--- config.mk ---
export PLATFORM = sky130hd
export DESIGN_NAME = rcpu_io_uart_tx
export DESIGN_NICKNAME = d
export VERILOG_FILES = /design/src/rtl/rcpu_io_pkg.sv /design/src/rtl/rcpu_tx_fifo.sv /design/src/rtl/rcpu_io_uart_tx.sv
export SDC_FILE = /design/constraint.sdc
export NUM_CORES = 1
export LEC_CHECK = 0
export ABC_AREA = 0
export BUFFER_PORTS_ARGS = -buffer_cell sky130_fd_sc_hd__buf_2
export CAP_MARGIN = 20
export CORE_ASPECT_RATIO = 0.75
export CORE_UTILIZATION = 63
export DETAILED_ROUTE_END_ITERATION = 16
export GPL_ROUTABILITY_DRIVEN = 1
export PLACE_DENSITY = 0.8
export SLEW_MARGIN = 20
export SYNTH_ARGS = -nofsm -noshare
export SYNTH_HDL_FRONTEND = slang
export SYNTH_SLANG_ARGS = --single-unit
--- constraint.sdc ---
create_clock -name clk -period 6.9 [get_ports clk]
set_clock_uncertainty 0.1 [all_clocks]
set_input_delay 1.38 -clock clk [delete_from_list [all_inputs] [get_ports clk]]
set_output_delay 1.38 -clock clk [all_outputs]
set_load 0.03 [all_outputs]
--- src/rtl/rcpu_io_pkg.sv ---
// Shared constants and types for the RCPU IO UART transmitter.
package rcpu_io_pkg;

    // Word addresses on the IO bus
    localparam logic [15:0] IO_TX_DATA  = 16'h0000;
    localparam logic [15:0] IO_STATUS   = 16'h0001;
    localparam logic [15:0] IO_BAUD_DIV = 16'h0002;

    // STATUS bit positions, numbered MSB-first like the bus ([0:15])
    localparam int ST_EMPTY   = 15;
    localparam int ST_FULL    = 14;
    localparam int ST_BUSY    = 13;
    localparam int ST_OVF     = 12;
    localparam int ST_CNT_MSB = 8;
    localparam int ST_CNT_LSB = 11;

    typedef enum logic [1:0] {
        S_IDLE  = 2'd0,
        S_START = 2'd1,
        S_DATA  = 2'd2,
        S_STOP  = 2'd3
    } tx_state_t;

    // A programmed divisor of zero behaves as one cycle per bit
    function automatic logic [15:0] eff_div(input logic [15:0] d);
        return (d == 16'd0) ? 16'd1 : d;
    endfunction

endpackage

--- src/rtl/rcpu_tx_fifo.sv ---
// Small synchronous FIFO with first-word fall-through read data.
// Pushes into a full FIFO and pops from an empty one are ignored.
module rcpu_tx_fifo #(
    parameter  int DEPTH = 4,
    parameter  int W     = 8,
    localparam int AW    = $clog2(DEPTH),
    localparam int CW    = AW + 1
) (
    input  logic          i_clk,
    input  logic          i_reset,
    input  logic          i_push,
    input  logic [W-1:0]  i_data,
    input  logic          i_pop,
    output logic [W-1:0]  o_data,
    output logic          o_full,
    output logic          o_empty,
    output logic [CW-1:0] o_count
);

    logic [W-1:0]  r_mem [DEPTH];
    logic [AW-1:0] r_wr;
    logic [AW-1:0] r_rd;
    logic [CW-1:0] r_count;
    logic          w_do_push;
    logic          w_do_pop;

    assign o_full    = (r_count == CW'(DEPTH));
    assign o_empty   = (r_count == '0);
    assign o_count   = r_count;
    assign o_data    = r_mem[r_rd];
    assign w_do_push = i_push && !o_full;
    assign w_do_pop  = i_pop && !o_empty;

    // Storage array; contents need no reset since the count gates reads
    always_ff @(posedge i_clk) begin
        if (w_do_push) begin
            r_mem[r_wr] <= i_data;
        end
    end

    // Pointers wrap naturally because DEPTH is a power of two
    always_ff @(posedge i_clk) begin
        if (i_reset) begin
            r_wr    <= '0;
            r_rd    <= '0;
            r_count <= '0;
        end else begin
            if (w_do_push) begin
                r_wr <= r_wr + AW'(1);
            end
            if (w_do_pop) begin
                r_rd <= r_rd + AW'(1);
            end
            if (w_do_push && !w_do_pop) begin
                r_count <= r_count + CW'(1);
            end else if (w_do_pop && !w_do_push) begin
                r_count <= r_count - CW'(1);
            end
        end
    end

endmodule

--- src/rtl/rcpu_io_uart_tx.sv ---
// IO-bus responder: TX FIFO, status/baud registers and an 8N1 serializer.
module rcpu_io_uart_tx
    import rcpu_io_pkg::*;
#(
    parameter int CLKS_PER_BIT = 868,
    parameter int FIFO_DEPTH   = 4
) (
    input  logic        clk,
    input  logic        reset,
    input  logic        io_read_enable,
    input  logic        io_write_enable,
    input  logic [0:15] io_address,
    input  logic [0:15] io_write_data,
    output logic [0:15] io_read_data,
    output logic        tx
);

    localparam int CW = $clog2(FIFO_DEPTH) + 1;

    logic            w_sel_tx;
    logic            w_sel_status;
    logic            w_sel_baud;
    logic            w_push;
    logic            w_pop;
    logic            w_full;
    logic            w_empty;
    logic [CW-1:0]   w_count;
    logic [3:0]      w_cnt4;
    logic [7:0]      w_fifo_data;
    logic [0:15]     w_rmux;
    logic            w_bit_done;
    logic            w_tx;
    logic            w_busy;
    tx_state_t       w_next;

    tx_state_t       r_state;
    logic            r_ovf;
    logic [15:0]     r_baud;
    logic [0:15]     r_rdata;
    logic [15:0]     r_div;
    logic [15:0]     r_cnt;
    logic [2:0]      r_bit;
    logic [7:0]      r_shift;

    assign w_sel_tx     = (io_address == IO_TX_DATA);
    assign w_sel_status = (io_address == IO_STATUS);
    assign w_sel_baud   = (io_address == IO_BAUD_DIV);
    assign w_push       = io_write_enable && w_sel_tx;
    assign w_cnt4       = 4'(w_count);
    assign w_bit_done   = (r_cnt == r_div - 16'd1);
    assign io_read_data = r_rdata;
    assign tx           = w_tx;

    rcpu_tx_fifo #(
        .DEPTH (FIFO_DEPTH),
        .W     (8)
    ) u_fifo (
        .i_clk   (clk),
        .i_reset (reset),
        .i_push  (w_push),
        .i_data  (io_write_data[8:15]),
        .i_pop   (w_pop),
        .o_data  (w_fifo_data),
        .o_full  (w_full),
        .o_empty (w_empty),
        .o_count (w_count)
    );

    // Sticky overflow: set by a dropped push, cleared by writing STATUS bit 12
    always_ff @(posedge clk) begin
        if (reset) begin
            r_ovf <= 1'b0;
        end else if (w_push && w_full) begin
            r_ovf <= 1'b1;
        end else if (io_write_enable && w_sel_status && io_write_data[ST_OVF]) begin
            r_ovf <= 1'b0;
        end
    end

    // Programmable bit period; only sampled when a frame starts
    always_ff @(posedge clk) begin
        if (reset) begin
            r_baud <= 16'(CLKS_PER_BIT);
        end else if (io_write_enable && w_sel_baud) begin
            r_baud <= io_write_data;
        end
    end

    // Read mux built from pre-edge state so a same-cycle write reads the old value
    always_comb begin
        w_rmux = '0;
        if (w_sel_status) begin
            w_rmux[ST_EMPTY]              = w_empty;
            w_rmux[ST_FULL]               = w_full;
            w_rmux[ST_BUSY]               = w_busy;
            w_rmux[ST_OVF]                = r_ovf;
            w_rmux[ST_CNT_MSB:ST_CNT_LSB] = w_cnt4;
        end else if (w_sel_baud) begin
            w_rmux = r_baud;
        end
    end

    // Registered read data, held when no read is issued
    always_ff @(posedge clk) begin
        if (reset) begin
            r_rdata <= '0;
        end else if (io_read_enable) begin
            r_rdata <= w_rmux;
        end
    end

    // Serializer state register
    always_ff @(posedge clk) begin
        if (reset) begin
            r_state <= S_IDLE;
        end else begin
            r_state <= w_next;
        end
    end

    // Serializer next-state logic
    always_comb begin
        w_next = r_state;
        case (r_state)
            S_IDLE:  if (!w_empty) w_next = S_START;
            S_START: if (w_bit_done) w_next = S_DATA;
            S_DATA:  if (w_bit_done && (r_bit == 3'd7)) w_next = S_STOP;
            S_STOP:  if (w_bit_done) w_next = S_IDLE;
            default: w_next = S_IDLE;
        endcase
    end

    // Serializer outputs: line level, FIFO pop and busy flag
    always_comb begin
        w_pop  = (r_state == S_IDLE) && !w_empty;
        w_busy = (r_state != S_IDLE);
        case (r_state)
            S_START: w_tx = 1'b0;
            S_DATA:  w_tx = r_shift[0];
            default: w_tx = 1'b1;
        endcase
    end

    // Cycle-within-bit and bit-index counters
    always_ff @(posedge clk) begin
        if (reset) begin
            r_cnt <= '0;
            r_bit <= '0;
        end else if (w_pop) begin
            r_cnt <= '0;
            r_bit <= '0;
        end else if (r_state != S_IDLE) begin
            if (w_bit_done) begin
                r_cnt <= '0;
                if (r_state == S_DATA) begin
                    r_bit <= r_bit + 3'd1;
                end
            end else begin
                r_cnt <= r_cnt + 16'd1;
            end
        end
    end

    // Frame byte and divisor captured at the pop; byte shifts out LSB first
    always_ff @(posedge clk) begin
        if (w_pop) begin
            r_shift <= w_fifo_data;
            r_div   <= eff_div(r_baud);
        end else if ((r_state == S_DATA) && w_bit_done) begin
            r_shift <= r_shift >> 1;
        end
    end

endmodule

-- Word level (Yosys, flattened, before mapping)
Memory sizes are Yosys's and may differ from the RTL's. A register that Yosys moved wholly into a read port is not among the register bits.
Cells that the tools add are included.
- equal/unequal tests: 12
- $add $sub $neg: 7
- mux-type cells: 20
- reduce and logical (&&, ||, !) cells: 27
- operators with widths (cell ; number):
    $logic_not A16 Y1 ; 2
    $mux W16 ; 2
    $mux W8 ; 4
    $add A16 B1 Y16 const B ; 1
    $eq A16 B1 Y1 const B ; 1
    $eq A16 B16 Y1 ; 1
    $eq A16 B2 Y1 const B ; 1
    $sub A16 B1 Y16 const B ; 1
    $logic_and A1 B1 Y1 ; 12
    $mux W2 ; 6
    $ne A2 B2 Y1 const B ; 4
    $pmux W2 S4 ; 1
    $reduce_bool A2 Y1 ; 4
    $add A3 B1 Y3 const B ; 2
    $eq A3 B3 Y1 const B ; 2
    $mux W3 ; 2
    $add A2 B1 Y2 const B ; 2
    $eq A2 B2 Y1 const B ; 2
    $logic_not A1 Y1 ; 4
    $mux W1 ; 4
    $reduce_and A4 Y1 ; 1
    $logic_not A3 Y1 ; 1
    $reduce_and A3 Y1 ; 1
    $sub A3 B1 Y3 const B ; 1
    4 further kinds ; 4
- input bits: 36
- output and inout port bits: 17
- register bits: 85
- memories kept: 1
- word-level logic and storage cells: 78
- bits in writable memories: 32
- memory list (memory ; words ; width ; read ports ; clocked after memory_dff ; wr ports ; line ; text):
    u_fifo.r_mem ; 4 ; 8 ; 1 ; 1 ; 1 ; rcpu_tx_fifo.sv:20 ; logic [W-1:0] r_mem [DEPTH];

-- Depth between registers and ports, before layout
Gate-level depths: netlist of the first run.
- word-level depth: 7
- gate-level depth with buffers: 11

-- By module
Synthesis of the first run repeated with hierarchy kept, for this count alone.
- cells, all modules: 493
- area total of the unflattened synthesis: 5360.1 µm²
- modules (own cells, without submodules) (module ; area an instance (µm²) ; seq. area each (µm²) ; instances ; cells each):
    rcpu_io_uart_tx ; 3739.8 ; 1801.7 ; 1 ; 403
    rcpu_tx_fifo ; 1620.3 ; 1141.1 ; 1 ; 90

-- Worst setup path after synthesis of the first run
Ideal clock, no wire load.
- kind: input -> register
- start point: input port io_address[6] (netlist bit)
- end point: register u_fifo.r_count[2] (netlist: u_fifo.o_count[2])
- stages on the path: 11
- data required time: 6.730 ns
- setup time: 0.070 ns
- slack: 3.098 ns
- buffers on the path: 1
- arrival time: 3.632 ns
- cells stage by stage: nor4_1 nand4_1 nor2_1 nor4bb_1 clkbuf_1 ha_1 inv_1 fa_1 xor2_1 or3_1 a21oi_1
- cells in the longest elaborated chain, start to end: 6
- elaborated cells between the ends (all ways): 8
- RTL lines (what ; line ; text):
    from (decl) ; rcpu_io_uart_tx.sv:12 ; input logic [0:15] io_address,
    $logic_not A16 Y1 * ; rcpu_io_uart_tx.sv:45 ; assign w_sel_tx = (io_address == IO_TX_DATA);
    $logic_and A1 B1 Y1 * ; rcpu_io_uart_tx.sv:48 ; assign w_push = io_write_enable && w_sel_tx;
    $logic_and A1 B1 Y1 * ; rcpu_tx_fifo.sv:31 ; assign w_do_push = i_push && !o_full;
    net u_fifo.w_do_push ; rcpu_tx_fifo.sv:24 ; logic w_do_push;
    $logic_not A1 Y1 ; rcpu_tx_fifo.sv:56 ; end else if (w_do_pop && !w_do_push) begin
    $logic_and A1 B1 Y1 ; rcpu_tx_fifo.sv:56 ;
    $reduce_bool A2 Y1 (no source line) ; - ;
    to (signal assigned) ; rcpu_tx_fifo.sv:55 ; r_count <= r_count + CW'(1);
    to (signal assigned) ; rcpu_tx_fifo.sv:57 ; r_count <= r_count - CW'(1);
    to (decl) ; rcpu_tx_fifo.sv:23 ; logic [CW-1:0] r_count;
Mark *: on every way through the listed nets, which the timed path passes. The rest lies on a longest branch.
A chain may end at the register's enable or synchronous reset.

-- Worst setup path after layout of the first run
- start point: input port io_address[11] (netlist bit)
- end point: register u_fifo.r_count[2] (netlist: u_fifo.o_count[2])
- cells in the longest elaborated chain, start to end: 6
- elaborated cells between the ends (all ways): 8
- RTL lines (what ; line):
    $logic_not A16 Y1 * ; rcpu_io_uart_tx.sv:45
    $logic_and A1 B1 Y1 * ; rcpu_io_uart_tx.sv:48
    $logic_and A1 B1 Y1 * ; rcpu_tx_fifo.sv:31
    $logic_not A1 Y1 ; rcpu_tx_fifo.sv:56
    $logic_and A1 B1 Y1 ; rcpu_tx_fifo.sv:56
    $reduce_bool A2 Y1 (no source line) ; -
Mark *: on every way between the ends. The rest lies on a longest branch, timed or not.

==> results.py, run 1 <==
metrics = {
    "pwr": {
        "power_switching_uw": 680,
        "total_power_mw": 2.29,
        "power.internal_mw": 1.61,
        "ir_drop_v": 0.000238,
        "power_frac_clock": 0.391,
        "swShare": 0.297,
        "power_frac_seq": 0.412,
        "leakage_nw": 2.35,
        "powerDensity_mw_per_mm2": 363,
        "combPwrFrac": 0.197,
    },
    "global_routing": {
        "first_global_vias": 3616,
        "grt_overflow": 0,
        "antenna_found_initial": 0,
        "grt_use_total": 0.273,
        "grt_pass1_wl_um": 18000,
        "grt_max_degree": 46,
    },
    "clocking": {
        "clock-sinks": 119,
        "cts_buffer_depth": 2,
        "postCtsSetupRepairBufs": 0,
        "path_clk_slew_ns": 0.05,
        "numCtsBuffers": 17,
        "cts-root-buf": "clkbuf_16",
        "cts_max_level": 4,
        "ctsResizeCount": 0,
        "cts_tree": "done",
        "clk_latency_ns": 0.41,
        "holdBufCountCts": 0,
    },
    "sta": {
        "period_needed_ns": 4.06,
        "worstMarginPinSlew_ns": 1.12,
        "setup_viol": 0,
        "setup_tns_ns": 0,
        "fin_crit_sh": 0.588,
        "rsz0062_at_grt": "no",
        "slew_headroom": 0.250,
        "clock.fmax_ghz": 0.246,
        "final-max-slew-violation-count": 0,
        "hold_viol_final": 0,
    },
    "routing": {
        "vias_per_cell": 5.93,
        "drc": 0,
        "vias": 3930,
        "drtIter0Drc": 217,
        "wl_per_cell_um": 17.3,
        "drt_pass1_iterations": 5,
        "routed_wl_um": 11400,
        "ant_nets": 0,
    },
    "synthesis": {
        "synth_xor_area_frac": 0.0658,
        "synth_cell_type_count": 60,
        "synth_compound_area_frac": 0.0747,
        "syn_avg_cell_area_sq_um": 10.7,
        "synthArstFlopShare": 0,
        "synth-adder-area-share": 0.0357,
        "synth_top_family_by_area": "simple AND/OR/NAND/NOR gates",
        "ys.flop_type": "dfxtp_1",
        "synthSimpleGateAreaFrac": 0.202,
        "syn_inst": 512,
        "synth-edff-count": 56,
        "synth.cell_area_sq_mm": 0.00546,
        "synth_mux_area_frac": 0.0461,
        "synth_nets": 563,
        "ys_seq_elements": 119,
        "ys_seq_area_frac": 0.539,
        "synth_warnings": 0,
    },
    "critical_path": {
        "crit_chain": "buf_2 -> nor4_1 -> nand4_1 -> nor2_1 -> nor4bb_2 -> ha_1 -> inv_1 -> fa_1 -> xor2_1 -> or3_1 -> a21oi_1",
        "worst-path-max-fanout": 7,
        "critical_path_class": "in -> reg",
        "critPathRequiredTime_ns": 7.13,
        "crit_arrival_ns": 4.29,
        "start_kind": "input pin",
        "cp_slowest_cell": "nor4bb_2",
        "worstSetupEndpointType": "register",
        "max_stage_delay_ns": 0.67,
    },
    "place": {
        "placed_cell_area_sq_mm": 0.00569,
        "place_hpwl_um": 7600,
        "place_congestion": 0.876,
        "io_buffers": 52,
    },
    "floorplan": {
        "core_area_sq_mm": 0.00842,
        "rows": 29,
        "die_area_sq_mm": 0.00905,
        "io_pins": 53,
        "die_w_um": 110,
        "die_height_um": 82.6,
        "initial_core_util": 0.649,
    },
    "layout": {
        "mostFrequentLayoutCells": "65 x nand2_1, 63 x dfxtp_1, 56 x edfxtp_1, 52 x buf_2, 42 x nor2_1",
        "final_util": 0.748,
        "layout.nets": 593,
        "syn_to_final_growth_pct": 15.3,
        "final_common_cell": "nand2_1",
        "post_route_cells_drive_above_1_share": 0.184,
        "antennaDiodeCount": 0,
        "stdcell_area_sq_mm": 0.00630,
    },
    "outcome": {
        "status": "complete, no violations",
    },
    "job": {
        "cap_violations": 0,
    },
    "worst_hold_path": {
        "min_path_type": "reg -> reg",
    },
}
## per-layer routing
layer,part of all wire,vias to the layer above,GRT usage
li1,-,1860,-
met5,0,-,0
met4,0.014,0,0.0893
met1,0.45,1891,0.365
met2,0.46,162,0.425
met3,0.074,17,0.0840
## path summary, 6_finish.rpt
check	from	slack (ns)	depth (start not counted)	end
min	r_ovf	0.36	2	r_ovf
max reg2reg	r_div[0]	3.47	8	r_shift[5]
min reg2reg	r_ovf	0.36	2	r_ovf
max	io_address[11]	2.84	11	u_fifo.o_count[2]
## cell type report
cell class              instances  area [sq um]
inverters                      10          37.5
repair buffers                 52           260
well taps                     108           135
flip-flops and latches        119          2940
clock inverters                10           145
fillers                       558          2120
multi-input cells             342          2320
clock buffers                  22           454
## stage by stage
stage	std cells	setup WS [ns]	hold slack (ns)
after floorplan	512	3.10	0.336
after global placement	631	2.51	0.351
after detailed placement	631	2.18	0.354
after CTS	663	2.55	0.363
after global routing	663	2.63	0.388
final	663	2.84	0.363
## state kept, by name, indices dropped and copies added, names as in the netlist, 3 cells and up, named ones only
signal and count:
r_baud 16, u_fifo.o_count 3, r_div 16, r_bit 3, u_fifo.r_mem 32, r_shift 8, r_cnt 16, io_read_data 16
## kinds of logic (layout without fill, tap and decap cells)
group,count (synthesis),in the layout
AO/OA/AOI/OAI,62,62
XOR/XNOR,41,41
adder cells (fa/ha/maj),15,15
buffers and inverters,51,94
flip-flops,119,119
multiplexers,15,15
AND/OR/NAND/NOR,209,209
## cell usage after synthesis, types with 7 or more instances
cell | number | area share
edfxtp_1 | 56 | 0.31
a211oi_1 | 7 | 0.0096
nand3_1 | 17 | 0.016
inv_1 | 10 | 0.0069
nand2_1 | 65 | 0.045
clkbuf_1 | 36 | 0.025
a22oi_1 | 7 | 0.0096
ha_1 | 14 | 0.032
xnor2_1 | 15 | 0.024
nor4_1 | 9 | 0.010
xor2_1 | 26 | 0.042
and2_1 | 8 | 0.0092
nor3_1 | 8 | 0.0073
nor2_1 | 42 | 0.029
nand2b_1 | 13 | 0.015
and3_1 | 8 | 0.0092
a21oi_1 | 27 | 0.025
dfxtp_1 | 63 | 0.23
mux4_2 | 8 | 0.033
## worst max-delay path, delay by kind of cell
family	cells	cell delay, ns
fa+ha+maj	2	0.68
xor+xnor	1	0.18
compound gates	1	0.14
simple gates	5	1.73
buf+inv	2	0.17
## power groups by stage
stage,logic (mW),registers (mW),clock network [mW]
3_3_place_gp,0.422,0.952,0
3_5_place_dp,0.443,0.956,0
4_1_cts,0.451,0.944,0.897
2_1_floorplan,0.364,0.920,0
5_1_grt,0.502,0.959,0.927
6_report,0.451,0.943,0.895
No activity file was read; power rests on OpenSTA's default activity.
==> inputs of run 2 (changes only) <==
--- a/config.mk
+++ b/config.mk
@@ -9,10 +9,10 @@
 export BUFFER_PORTS_ARGS = -buffer_cell sky130_fd_sc_hd__buf_2
 export CAP_MARGIN = 20
 export CORE_ASPECT_RATIO = 0.75
-export CORE_UTILIZATION = 63
+export CORE_UTILIZATION = 59
 export DETAILED_ROUTE_END_ITERATION = 16
 export GPL_ROUTABILITY_DRIVEN = 1
-export PLACE_DENSITY = 0.8
+export PLACE_DENSITY = 0.76
 export SLEW_MARGIN = 20
 export SYNTH_ARGS = -nofsm -noshare
 export SYNTH_HDL_FRONTEND = slang
==> constraint.sdc (replaced) <==
create_clock -name clk -period 3.8 [get_ports clk]
set_clock_uncertainty 0.1 [all_clocks]
set_input_delay 0.76 -clock clk [delete_from_list [all_inputs] [get_ports clk]]
set_output_delay 0.76 -clock clk [all_outputs]
set_load 0.03 [all_outputs]
==> results.py, run 2 (synthesized netlist as in run 1, its figures left out) <==
metrics = {
    "pwr": {
        "total_power_mw": 4.04,
        "leakage_nw": 2.35,
        "powerDensity_mw_per_mm2": 642,
        "ir_drop_v": 0.000454,
    },
    "place": {
        "dp_cells": 637,
        "place_congestion": 0.860,
        "place_hpwl_um": 7630,
        "io_buffers": 52,
        "place_ws_ns": 0.439,
    },
    "routing": {
        "wl_per_cell_um": 17.1,
        "vias_per_cell": 5.86,
        "ant_nets": 0,
        "drc": 0,
        "drtIter0Drc": 200,
        "vias": 3920,
        "drt_pass1_iterations": 4,
        "routed_wl_um": 11400,
    },
    "layout": {
        "largest_register_ffs": 32,
        "layout.cells.non_filler": 669,
        "syn_to_final_growth_pct": 15.2,
        "antennaDiodeCount": 0,
        "final_common_cell": "nand2_1",
        "mostFrequentLayoutCells": "65 x nand2_1, 63 x dfxtp_1, 56 x edfxtp_1, 52 x buf_2, 42 x nor2_1",
        "layout.nets": 599,
        "num-fill-cells": 607,
        "top_register": "u_fifo.r_mem",
        "post_route_cells_drive_above_1_share": 0.193,
    },
    "critical_path": {
        "start_kind": "register",
        "crit_arrival_ns": 3.35,
        "worstSetupEndpointType": "register",
        "critPathRequiredTime_ns": 3.97,
        "reg2reg_slack_ns": 0.62,
        "rr_startpoint": "r_div[0]",
        "reg2reg_depth": 9,
        "worst-path-max-fanout": 15,
        "r2r-end": "r_cnt[15]",
        "critical_path_class": "reg -> reg",
    },
    "sta": {
        "finalWorstSetupSlack_ns": 0.617,
        "setup_viol": 0,
        "hold_viol_final": 0,
        "fin_crit_sh": 0.838,
        "worstMarginPinSlew_ns": 0.908,
        "setup_tns_ns": 0,
        "rsz0062_at_grt": "no",
        "period_needed_ns": 3.18,
        "slew_headroom": 0.394,
        "clock.fmax_ghz": 0.314,
        "final-max-slew-violation-count": 0,
    },
    "floorplan": {
        "initial_core_util": 0.627,
        "die_area_sq_mm": 0.00965,
        "core_area_sq_mm": 0.00871,
        "rows": 29,
        "die_w_um": 113,
        "die_height_um": 85.3,
        "io_pins": 53,
    },
    "worst_hold_path": {
        "min_to": "r_ovf",
        "worstHoldStart": "r_ovf",
        "min_path_type": "reg -> reg",
        "holdPathStages": 2,
    },
    "clocking": {
        "cts_max_level": 4,
        "holdBufCountCts": 0,
        "cts_tree": "done",
        "clk_latency_ns": 0.41,
        "numCtsBuffers": 17,
        "ctsResizeCount": 0,
        "path_clk_slew_ns": 0.05,
        "clock-sinks": 119,
        "postCtsSetupRepairBufs": 0,
        "cts_buffer_depth": 2,
        "cts-root-buf": "clkbuf_16",
    },
    "global_routing": {
        "grt_max_degree": 46,
        "grt_pass1_wl_um": 18900,
        "grt_use_total": 0.261,
        "antenna_found_initial": 0,
        "first_global_vias": 3912,
        "grt_overflow": 0,
    },
    "job": {
        "cap_violations": 0,
    },
    "outcome": {
        "status": "complete, no violations",
    },
}
==> run 2: cell count changes in the layout (fill, tap and decap cells not counted) <==
| cell | before | now |
|---|---|---|
| buf_4 | 0 | 6 |
| bufinv_16 | 3 | 1 |
| clkbuf_1 | 4 | 3 |
| clkinv_2 | 1 | 3 |
| clkinvlp_4 | 2 | 4 |
| inv_6 | 3 | 2 |
| nor4bb_1 | 0 | 1 |
| nor4bb_2 | 1 | 0 |
==> run 2: routing by layer <==
| metal | vias to the layer above | track usage | share of wire |
|---|---|---|---|
| met5 | - | 0 | 0 |
| met4 | 0 | 0.129 | 0.020 |
| met3 | 20 | 0.0664 | 0.060 |
| met2 | 140 | 0.395 | 0.45 |
| met1 | 1887 | 0.353 | 0.47 |
| li1 | 1873 | - | - |
==> run 2: worst max-delay path: stages (launching register included) <==
cell and delay, ns:
edfxtp_1 0.50, inv_1 0.10, ha_1 0.30, nor3b_2 0.42
and3_1 0.24, o2111ai_1 0.16, nor4_4 0.35, o2111a_1 0.30
a21o_1 0.43, nor2_1 0.14
==> run 2: stage by stage <==
| stage | area [sq um] | hold WS [ns] | util |
|---|---|---|---|
| after global placement | 5740 | 0.347 | 0.659 |
| after floorplan | 5460 | 0.336 | - |
| after CTS | 6290 | 0.358 | 0.722 |
| final | 6290 | 0.362 | 0.722 |
| after detailed placement | 5740 | 0.351 | 0.659 |
| after global routing | 6290 | 0.385 | 0.722 |
==> run 2: area by class of cell <==
cell class / count / area, sq um / area share
Clock buffer: 21 / 450 / 0.0716
Clock inverter: 11 / 101 / 0.0161
Inverter: 10 / 37.5 / 0.00597
Multi-Input combinational cell: 342 / 2320 / 0.368
Sequential cell: 119 / 2940 / 0.468
Tap cell: 108 / 135 / 0.0215
Timing Repair Buffer: 58 / 305 / 0.0485
==> run 2: worst max-delay path by stage <==
stage / startpoint / endpoint / slack (ns)
after floorplan: io_address[6] / u_fifo.o_count[2] / 0.62
after global placement: io_address[11] / u_fifo.o_count[2] / 0.54
after detailed placement: io_address[6] / u_fifo.o_count[2] / 0.44
after CTS: r_div[0] / r_cnt[15] / 0.60
after global routing: r_div[0] / r_cnt[15] / 0.32
final: r_div[0] / r_cnt[15] / 0.62
==> run 2: report_power, final <==
| group | switching [mW] | total [mW] | internal (mW) |
|---|---|---|---|
| clock | 0.565 | 1.48 | 0.915 |
| sequential | 0.150 | 1.71 | 1.56 |
| combinational | 0.521 | 0.848 | 0.327 |
